--- src/rtl/apb_cfg_master.sv ---
// ---------------------------------------------------------------------------
// apb_cfg_master
//   APB initiator that turns a command/response stream into APB writes, reads
//   or poll loops (repeated reads until (PRDATA & mask) != 0) against the TPU
//   configuration register block.
//
// Ports
//   PCLK, PRESET            clock (rising edge) / asynchronous active-high reset
//   cmd_valid/cmd_ready     command handshake
//   cmd_write, cmd_poll     1=write / 0=read; poll repeats reads until match
//   cmd_addr, cmd_wdata     register address and write data
//   cmd_mask                poll match mask
//   rsp_valid/rsp_ready     response handshake (valid held until ready)
//   rsp_rdata, rsp_status   last sampled PRDATA; 00 ok, 01 timeout, 10 poll exhausted
//   PADDR..PWDATA, PRDATA,
//   PREADY                  APB initiator interface
// ---------------------------------------------------------------------------
module apb_cfg_master #(
  parameter int ADDR_W   = 8,
  parameter int DATA_W   = 32,
  parameter int TIMEOUT  = 255,
  parameter int POLL_MAX = 1024
) (
  input  logic              PCLK,
  input  logic              PRESET,
  input  logic              cmd_valid,
  output logic              cmd_ready,
  input  logic              cmd_write,
  input  logic              cmd_poll,
  input  logic [ADDR_W-1:0] cmd_addr,
  input  logic [DATA_W-1:0] cmd_wdata,
  input  logic [DATA_W-1:0] cmd_mask,
  output logic              rsp_valid,
  input  logic              rsp_ready,
  output logic [DATA_W-1:0] rsp_rdata,
  output logic [1:0]        rsp_status,
  output logic [ADDR_W-1:0] PADDR,
  output logic              PWRITE,
  output logic              PSEL,
  output logic              PENABLE,
  output logic [DATA_W-1:0] PWDATA,
  input  logic [DATA_W-1:0] PRDATA,
  input  logic              PREADY
);

  localparam int         PCW      = (POLL_MAX > 1) ? $clog2(POLL_MAX) : 1;
  localparam logic [7:0] TMO_LAST = 8'(TIMEOUT - 1);

  localparam logic [1:0] ST_OK  = 2'b00;
  localparam logic [1:0] ST_TMO = 2'b01;
  localparam logic [1:0] ST_EXH = 2'b10;

  typedef enum logic [2:0] {
    S_IDLE   = 3'd0,
    S_SETUP  = 3'd1,
    S_ACCESS = 3'd2,
    S_GAP    = 3'd3,
    S_RESP   = 3'd4
  } state_t;

  state_t            r_state;
  state_t            w_state_nxt;

  logic              r_cmd_ready;
  logic              r_rsp_valid;
  logic              r_psel;
  logic              r_penable;
  logic [ADDR_W-1:0] r_paddr;
  logic              r_pwrite;
  logic [DATA_W-1:0] r_pwdata;
  logic [DATA_W-1:0] r_mask;
  logic              r_poll;
  logic [7:0]        r_tmo;
  logic [PCW-1:0]    r_poll_cnt;
  logic [DATA_W-1:0] r_rsp_rdata;
  logic [1:0]        r_rsp_status;

  logic              w_cmd_ready_nxt;
  logic              w_rsp_valid_nxt;
  logic              w_psel_nxt;
  logic              w_penable_nxt;

  logic              w_accept;
  logic              w_in_access;
  logic              w_match;
  logic              w_poll_more;
  logic              w_tmo_hit;

  assign w_accept    = (r_state == S_IDLE) && cmd_valid && r_cmd_ready;
  assign w_in_access = (r_state == S_ACCESS);
  assign w_match     = |(PRDATA & r_mask);
  // Limit is checked before the increment, so poll_cnt never wraps.
  assign w_poll_more = (int'(r_poll_cnt) < (POLL_MAX - 1));
  assign w_tmo_hit   = (r_tmo == TMO_LAST);

  // State register plus registered FSM outputs (PSEL/PENABLE drop asynchronously).
  always_ff @(posedge PCLK or posedge PRESET) begin
    if (PRESET) begin
      r_state     <= S_IDLE;
      r_cmd_ready <= 1'b0;
      r_rsp_valid <= 1'b0;
      r_psel      <= 1'b0;
      r_penable   <= 1'b0;
    end else begin
      r_state     <= w_state_nxt;
      r_cmd_ready <= w_cmd_ready_nxt;
      r_rsp_valid <= w_rsp_valid_nxt;
      r_psel      <= w_psel_nxt;
      r_penable   <= w_penable_nxt;
    end
  end

  // Next-state decode.
  always_comb begin
    w_state_nxt = r_state;
    case (r_state)
      S_IDLE: begin
        if (w_accept) begin
          w_state_nxt = S_SETUP;
        end else begin
          w_state_nxt = S_IDLE;
        end
      end
      S_SETUP: begin
        w_state_nxt = S_ACCESS;
      end
      S_ACCESS: begin
        if (PREADY) begin
          if (r_poll && !w_match && w_poll_more) begin
            w_state_nxt = S_GAP;
          end else begin
            w_state_nxt = S_RESP;
          end
        end else if (w_tmo_hit) begin
          w_state_nxt = S_RESP;
        end else begin
          w_state_nxt = S_ACCESS;
        end
      end
      S_GAP: begin
        w_state_nxt = S_SETUP;
      end
      S_RESP: begin
        if (rsp_ready) begin
          w_state_nxt = S_IDLE;
        end else begin
          w_state_nxt = S_RESP;
        end
      end
      default: begin
        w_state_nxt = S_IDLE;
      end
    endcase
  end

  // Output decode from the next state; registered above so outputs track the state.
  always_comb begin
    w_cmd_ready_nxt = 1'b0;
    w_rsp_valid_nxt = 1'b0;
    w_psel_nxt      = 1'b0;
    w_penable_nxt   = 1'b0;
    case (w_state_nxt)
      S_IDLE: begin
        w_cmd_ready_nxt = 1'b1;
      end
      S_SETUP: begin
        w_psel_nxt = 1'b1;
      end
      S_ACCESS: begin
        w_psel_nxt    = 1'b1;
        w_penable_nxt = 1'b1;
      end
      S_GAP: begin
        w_psel_nxt = 1'b0;
      end
      S_RESP: begin
        w_rsp_valid_nxt = 1'b1;
      end
      default: begin
        w_cmd_ready_nxt = 1'b0;
      end
    endcase
  end

  // Command latch; a write never polls.
  always_ff @(posedge PCLK or posedge PRESET) begin
    if (PRESET) begin
      r_paddr  <= '0;
      r_pwrite <= 1'b0;
      r_pwdata <= '0;
      r_mask   <= '0;
      r_poll   <= 1'b0;
    end else if (w_accept) begin
      r_paddr  <= cmd_addr;
      r_pwrite <= cmd_write;
      r_pwdata <= cmd_wdata;
      r_mask   <= cmd_mask;
      r_poll   <= cmd_poll & ~cmd_write;
    end else begin
      r_paddr  <= r_paddr;
      r_pwrite <= r_pwrite;
      r_pwdata <= r_pwdata;
      r_mask   <= r_mask;
      r_poll   <= r_poll;
    end
  end

  // PREADY timeout counter (per transfer) and poll read counter (per command).
  always_ff @(posedge PCLK or posedge PRESET) begin
    if (PRESET) begin
      r_tmo      <= 8'd0;
      r_poll_cnt <= '0;
    end else begin
      if (w_state_nxt == S_SETUP) begin
        r_tmo <= 8'd0;
      end else if (w_in_access) begin
        r_tmo <= r_tmo + 8'd1;
      end else begin
        r_tmo <= r_tmo;
      end
      if (w_accept) begin
        r_poll_cnt <= '0;
      end else if (r_state == S_GAP) begin
        r_poll_cnt <= r_poll_cnt + {{(PCW-1){1'b0}}, 1'b1};
      end else begin
        r_poll_cnt <= r_poll_cnt;
      end
    end
  end

  // Response capture: PRDATA on PREADY (0 for writes), 0 on timeout.
  always_ff @(posedge PCLK or posedge PRESET) begin
    if (PRESET) begin
      r_rsp_rdata  <= '0;
      r_rsp_status <= ST_OK;
    end else if (w_in_access && PREADY) begin
      r_rsp_rdata  <= r_pwrite ? '0 : PRDATA;
      r_rsp_status <= (r_poll && !w_match && !w_poll_more) ? ST_EXH : ST_OK;
    end else if (w_in_access && w_tmo_hit) begin
      r_rsp_rdata  <= '0;
      r_rsp_status <= ST_TMO;
    end else begin
      r_rsp_rdata  <= r_rsp_rdata;
      r_rsp_status <= r_rsp_status;
    end
  end

  assign cmd_ready  = r_cmd_ready;
  assign rsp_valid  = r_rsp_valid;
  assign rsp_rdata  = r_rsp_rdata;
  assign rsp_status = r_rsp_status;
  assign PADDR      = r_paddr;
  assign PWRITE     = r_pwrite;
  assign PSEL       = r_psel;
  assign PENABLE    = r_penable;
  assign PWDATA     = r_pwdata;

endmodule

--- config.mk ---
export PLATFORM = sky130hd
export DESIGN_NAME = apb_cfg_master
export DESIGN_NICKNAME = d
export VERILOG_FILES = /design/src/rtl/apb_cfg_master.sv
export SDC_FILE = /design/constraint.sdc
export NUM_CORES = 1
export LEC_CHECK = 0
export ABC_AREA = 1
export BUFFER_PORTS_ARGS = -buffer_cell sky130_fd_sc_hd__buf_2
export CELL_PAD_IN_SITES_DETAIL_PLACEMENT = 1
export CELL_PAD_IN_SITES_GLOBAL_PLACEMENT = 2
export CORE_ASPECT_RATIO = 0.5
export CORE_MARGIN = 2
export CORE_UTILIZATION = 26
export CTS_BUF_LIST = sky130_fd_sc_hd__clkbuf_8
export DETAILED_ROUTE_END_ITERATION = 7
export PLACE_DENSITY = 0.8
export SYNTH_ARGS = -nofsm -noshare
export SYNTH_HDL_FRONTEND = slang
export SYNTH_SLANG_ARGS = --single-unit
--- constraint.sdc ---
create_clock -name PCLK -period 4.6 [get_ports PCLK]
set_input_delay 0.92 -clock PCLK [delete_from_list [all_inputs] [get_ports PCLK]]
set_output_delay 0.92 -clock PCLK [all_outputs]
set_load 0.02 [all_outputs]
Word level (Yosys, flattened, before mapping). Cells that the tools add are included. Widths: inputs -> output; s select.

Register bits after elaboration: 133. Bits in latches: 0. RAM bits: 0. Memory bits (read-only): 0. Input port bits: 111. Word-level logic and storage cells: 64. Memories: 0.

Add/subtract/negate cells: 2. Multipliers: 0. Divide/modulo/power cells: 0. Order comparisons: 1. Equality and inequality tests: 8. Shift-type cells: 0. Mux-type cells: 20. Bitwise gates (word level): 3. Reductions and logical operators: 16.

Operator list (number): $mux 32 (3); $and 32x32->32 (1); $reduce_or 32->1 (1); $mux 10 (2); $mux 8 (2); $pmux 3 s5 (1); $mux 3 (4); $add 10x1->10 const B (1); $lt 10x10->1 const B (1); $eq 3x2->1 const B (3); $add 8x1->8 const B (1); $eq 8x8->1 const B (1); $logic_and 1x1->1 (7); $eq 3x1->1 const B (2); $eq 3x3->1 const B (2); $logic_not 3->1 (2); $mux 2 (3); $reduce_bool 2->1 (3); $mux 1 (5); $logic_not 1->1 (2); $reduce_or 2->1 (1); $and 1x1->1 (1); $not 1->1 (1).

Depth between registers and ports, before layout.
Depth in word-level cells: 11. Depth in mapped cells: 11. Depth with buffers taken out: 11.

Least setup slack after synthesis. OpenSTA, ideal clock, no wires.

Path type: input to register. Start point: input port PRDATA[0]. End point: register r_cmd_ready, in the netlist cmd_ready. Setup time: 0.116 ns. Arrival time: 1.642 ns. Data required time: 4.484 ns. Setup slack: 2.842 ns. Stages on the path: 10. Buffers on the path: 0. Cell sequence: nand2_1 -> nand2_1 -> nor2_1 -> nand2_1 -> nor2_1 -> nand2_1 -> nor2_1 -> nand3_1 -> nand3_1 -> nor2_1.

Word-level cells in the longest chain between the ends: 10.

RTL lines: start, declared (RTL line 42) `input logic [DATA_W-1:0] PRDATA,`; $and 32x32->32 (RTL line 91) `assign w_match = |(PRDATA & r_mask);`; $reduce_or 32->1 (RTL line 91); $logic_not 1->1 (RTL line 129) `if (r_poll && !w_match && w_poll_more) begin`; $logic_and 1x1->1 (2 in series) (RTL line 129); $mux 3 (RTL line 129); $mux 3 (RTL line 128) `if (PREADY) begin`; $pmux 3 s5 (RTL line 116) `case (r_state)`; $logic_not 3->1 (RTL line 162) `case (w_state_nxt)`; $mux 1 (RTL line 162); net w_cmd_ready_nxt (RTL line 78) `logic w_cmd_ready_nxt;`; end signal, assigned (RTL line 106) `r_cmd_ready <= w_cmd_ready_nxt;`; end, declared (RTL line 64) `logic r_cmd_ready;`.

The timed path passes the listed nets, and every way through them passes these cells. A chain may end at the register's enable or synchronous reset.

Worst setup path in the final report.
Start point: register r_state[1]. End point: register r_pwdata[19], in the netlist PWDATA[19].

Word-level cells in the longest chain between the ends: 3.

RTL lines: start, declared (RTL line 61) `state_t r_state;`; start signal, assigned (RTL line 105) `r_state <= w_state_nxt;`; $logic_not 3->1 (RTL line 89) `assign w_accept = (r_state == S_IDLE) && cmd_valid && r_cmd_ready;`; $logic_and 1x1->1 (2 in series) (RTL line 89); end signal, assigned (RTL line 196) `r_pwdata <= cmd_wdata;`; end signal, assigned (RTL line 202) `r_pwdata <= r_pwdata;`; end, declared (RTL line 70) `logic [DATA_W-1:0] r_pwdata;`.

Every way passes these cells.

==> flow_summary.ini <==
[status]
status = complete, no violations

[clock_tree]
clk_pin_slew_worst_paths_ps = 80
ctsResizeCount = 0
cts_tree = done
clockRootBuffer = clkbuf_8
cts.sinks = 133
cts_hold_buf = 0
htree_levels = 4
postCtsSetupBuffers = 0
numCtsBuffers = 17
clk_latency_ps = 440
clock_path_buffers = 2

[critical_path]
cp_slowest_stage_delay_ps = 530
worstReg2RegStart = r_state[1]
cp_data_arrival_time_ps = 2410
r2r_cells = 6
r2r_slack_ps = 2570
cp_max_fo = 39
worstSetupEndpointType = register
start_kind = register
r2r_end = PWDATA[19]
cpMostUsedCell = nand2_1
worst-setup-path-type = reg2reg
worstPathRequired_ps = 4980
crit_slowest_cell = inv_2
crit_chain = nor2_1, nand4_1, inv_2, buf_4, nand2_1, nand2_1

[final_layout]
layout_commonest_cell = nand2_1
finalNonFillerCells = 1126
diodes = 0
area.growth.synth_to_final_pct = 28.62
drive_gt1_share_pct = 27.43
mostFrequentLayoutCells = 351 x nand2_1, 189 x buf_2, 133 x dfrtp_1
postLayoutCoreUtil_pct = 34.40
fin_area_um2 = 7119
final_nets = 957
fillers = 2505

[sta]
skew_ps = 16.81
post-route-period-util_pct = 44.20
clock.fmax_mhz = 491.8
slew_headroom_pct = 22.55
rsz0062_at_grt = no
setup_tns_ps = 0
worst_slew_pin_slew_ps = 1161
hold_viol = 0
final.min_clock_period_ps = 2033
slew_viol_final = 0
finalSetupViolations = 0

[grt]
overflow = 0
grt_pass1_vias = 5322
grt_max_degree = 83
track_usage_pct = 15.82
antenna_found_initial = 0
grt_pass1_wl_um = 27640

[flow_run]
maxCapViolations = 0

[floorplanning]
initial_utilization_pct = 26.75
die_area_um2 = 22540
dieWidth_um = 210.3
boundaryPins = 190
die_y_um = 107.2
coreArea_um2 = 20690
core.rowCount = 37

[placed_design]
placed_area_um2 = 6748
io_buffers = 189
dp_cells = 1097
dp_hpwl_um = 12330
gp_congestion = 0.7547

[drt]
routedWlPerCell_um = 15.33
wl_um = 17260
drcViolationCount = 0
routed_via_density = 4.319
ant_nets = 0
first_iter_violations = 155
vias = 4863
dr.pass1.iters = 4

[synth]
syn_inst = 656
yosysSeqAreaShare_pct = 60.13
synth_warnings = 0
ys_types = 27
syn_avg_cell_area_um2 = 8.438
synth-seq-cells = 133
syn-num-nets = 770
syn_area_um2 = 5535

[power_and_ir_drop]
p_leak_nw = 4.028
total_power_mw = 4.638
p_per_area_nw_per_um2 = 651.5
ir_worst_vdd_uv = 177.6

[worst_hold_path]
min_to = rsp_rdata[11]
min_path_cells = 2
hp-class = reg2reg
hp-start = rsp_rdata[11]
==> metal layers <==
layer | track usage [%] | vias to the layer above | routed length, µm
met2 | 27.58 | 65 | 8855
met1 | 19.80 | 2381 | 7766
met5 | 0 | - | 0
li1 | - | 2404 | -
met4 | 5.674 | 0 | 162
met3 | 2.871 | 13 | 479
==> layout make-up <==
cell class              instances  area [µm²]  share of cell area, %
repair buffers                194       983.4                  13.81
flip-flops and latches        133        3328                  46.75
well taps                     273       341.6                  4.798
inverters                      25       98.84                  1.388
clock buffers                  19       261.5                  3.673
clock inverters                10       110.1                  1.547
multi-input cells             472        1996                  28.03
==> per-stage QoR <==
step / worst slack, ps / hold WS [ps]
6_report: 2567 / 469.0
5_1_grt: 2323 / 499.6
4_1_cts: 2519 / 474.1
3_5_place_dp: 2126 / 456.6
3_3_place_gp: 2149 / 449.4
2_1_floorplan: 125.6 / 448.7
==> state kept, by name, indices dropped and copies added (netlist names) <==
name        count
PADDR           8
PENABLE         1
PSEL            1
PWDATA         32
PWRITE          1
cmd_ready       1
r_mask         32
r_poll          1
r_poll_cnt     10
r_state         3
r_tmo           8
rsp_rdata      32
rsp_status      2
rsp_valid       1
==> where the power goes <==
group	switching, mW	internal, mW	total, mW	leakage [nW]
Combinational	1.22	0.554	1.77	2.13
Sequential	0.256	1.64	1.90	1.71
Clock	0.471	0.497	0.968	0.186
Total	1.95	2.69	4.64	4.03
==> cells in the mapped netlist <==
cell	count	area (µm²)
nor3_1	3	15.01
a41oi_1	1	8.760
nor3_4	1	16.27
nor3b_1	1	7.510
ha_1	3	37.54
nand4_1	6	37.54
o21ai_0	7	35.03
a21oi_1	11	55.05
nor2_1	23	86.33
inv_1	19	71.32
a22o_1	2	17.52
nor2_2	4	25.02
nand2_1	351	1318
dfrtp_1	133	3328
o31ai_1	1	7.510
clkbuf_1	6	22.52
buf_1	4	15.01
nand3b_1	2	15.01
xor2_1	6	52.55
xnor2_1	1	8.760
nor4_1	2	12.51
o21ai_1	1	5.000
nand3_2	1	10.01
buf_2	16	80.08
clkinv_1	2	7.510
nand3_1	45	225.2
inv_2	4	15.01
==> kinds of logic (layout without fill, tap and decap cells) <==
family | count (synthesis) | in the layout | synth area share, %
buffers and inverters | 51 | 248 | 3.820
adders and majority gates | 3 | 3 | 0.6782
AOI/OAI and AO/OA | 23 | 23 | 2.328
and+or+nand+nor | 439 | 439 | 31.94
DFF | 133 | 133 | 60.13
xor gates and xnor gates | 7 | 7 | 1.108
==> worst max-delay path by stage <==
stage | startpoint | to | slack [ps] | cells after the start
6_report | r_state[1] | PWDATA[19] | 2570 | 6
4_1_cts | r_state[1] | PWDATA[5] | 2520 | 6
5_1_grt | r_state[1] | PWDATA[23] | 2320 | 6
3_3_place_gp | cmd_valid | r_poll_cnt[3] | 2150 | 5
3_5_place_dp | cmd_valid | PWDATA[13] | 2130 | 6
2_1_floorplan | PRESET | PADDR[0] | 130 | 1
==> critical path, delay by kind of cell, from the launching register on <==
family | cells | cell delay [ps]
simple gates | 4 | 470
buf+inv | 2 | 1030
flops | 1 | 420
Note: power is estimated with default switching activity, not from simulation.
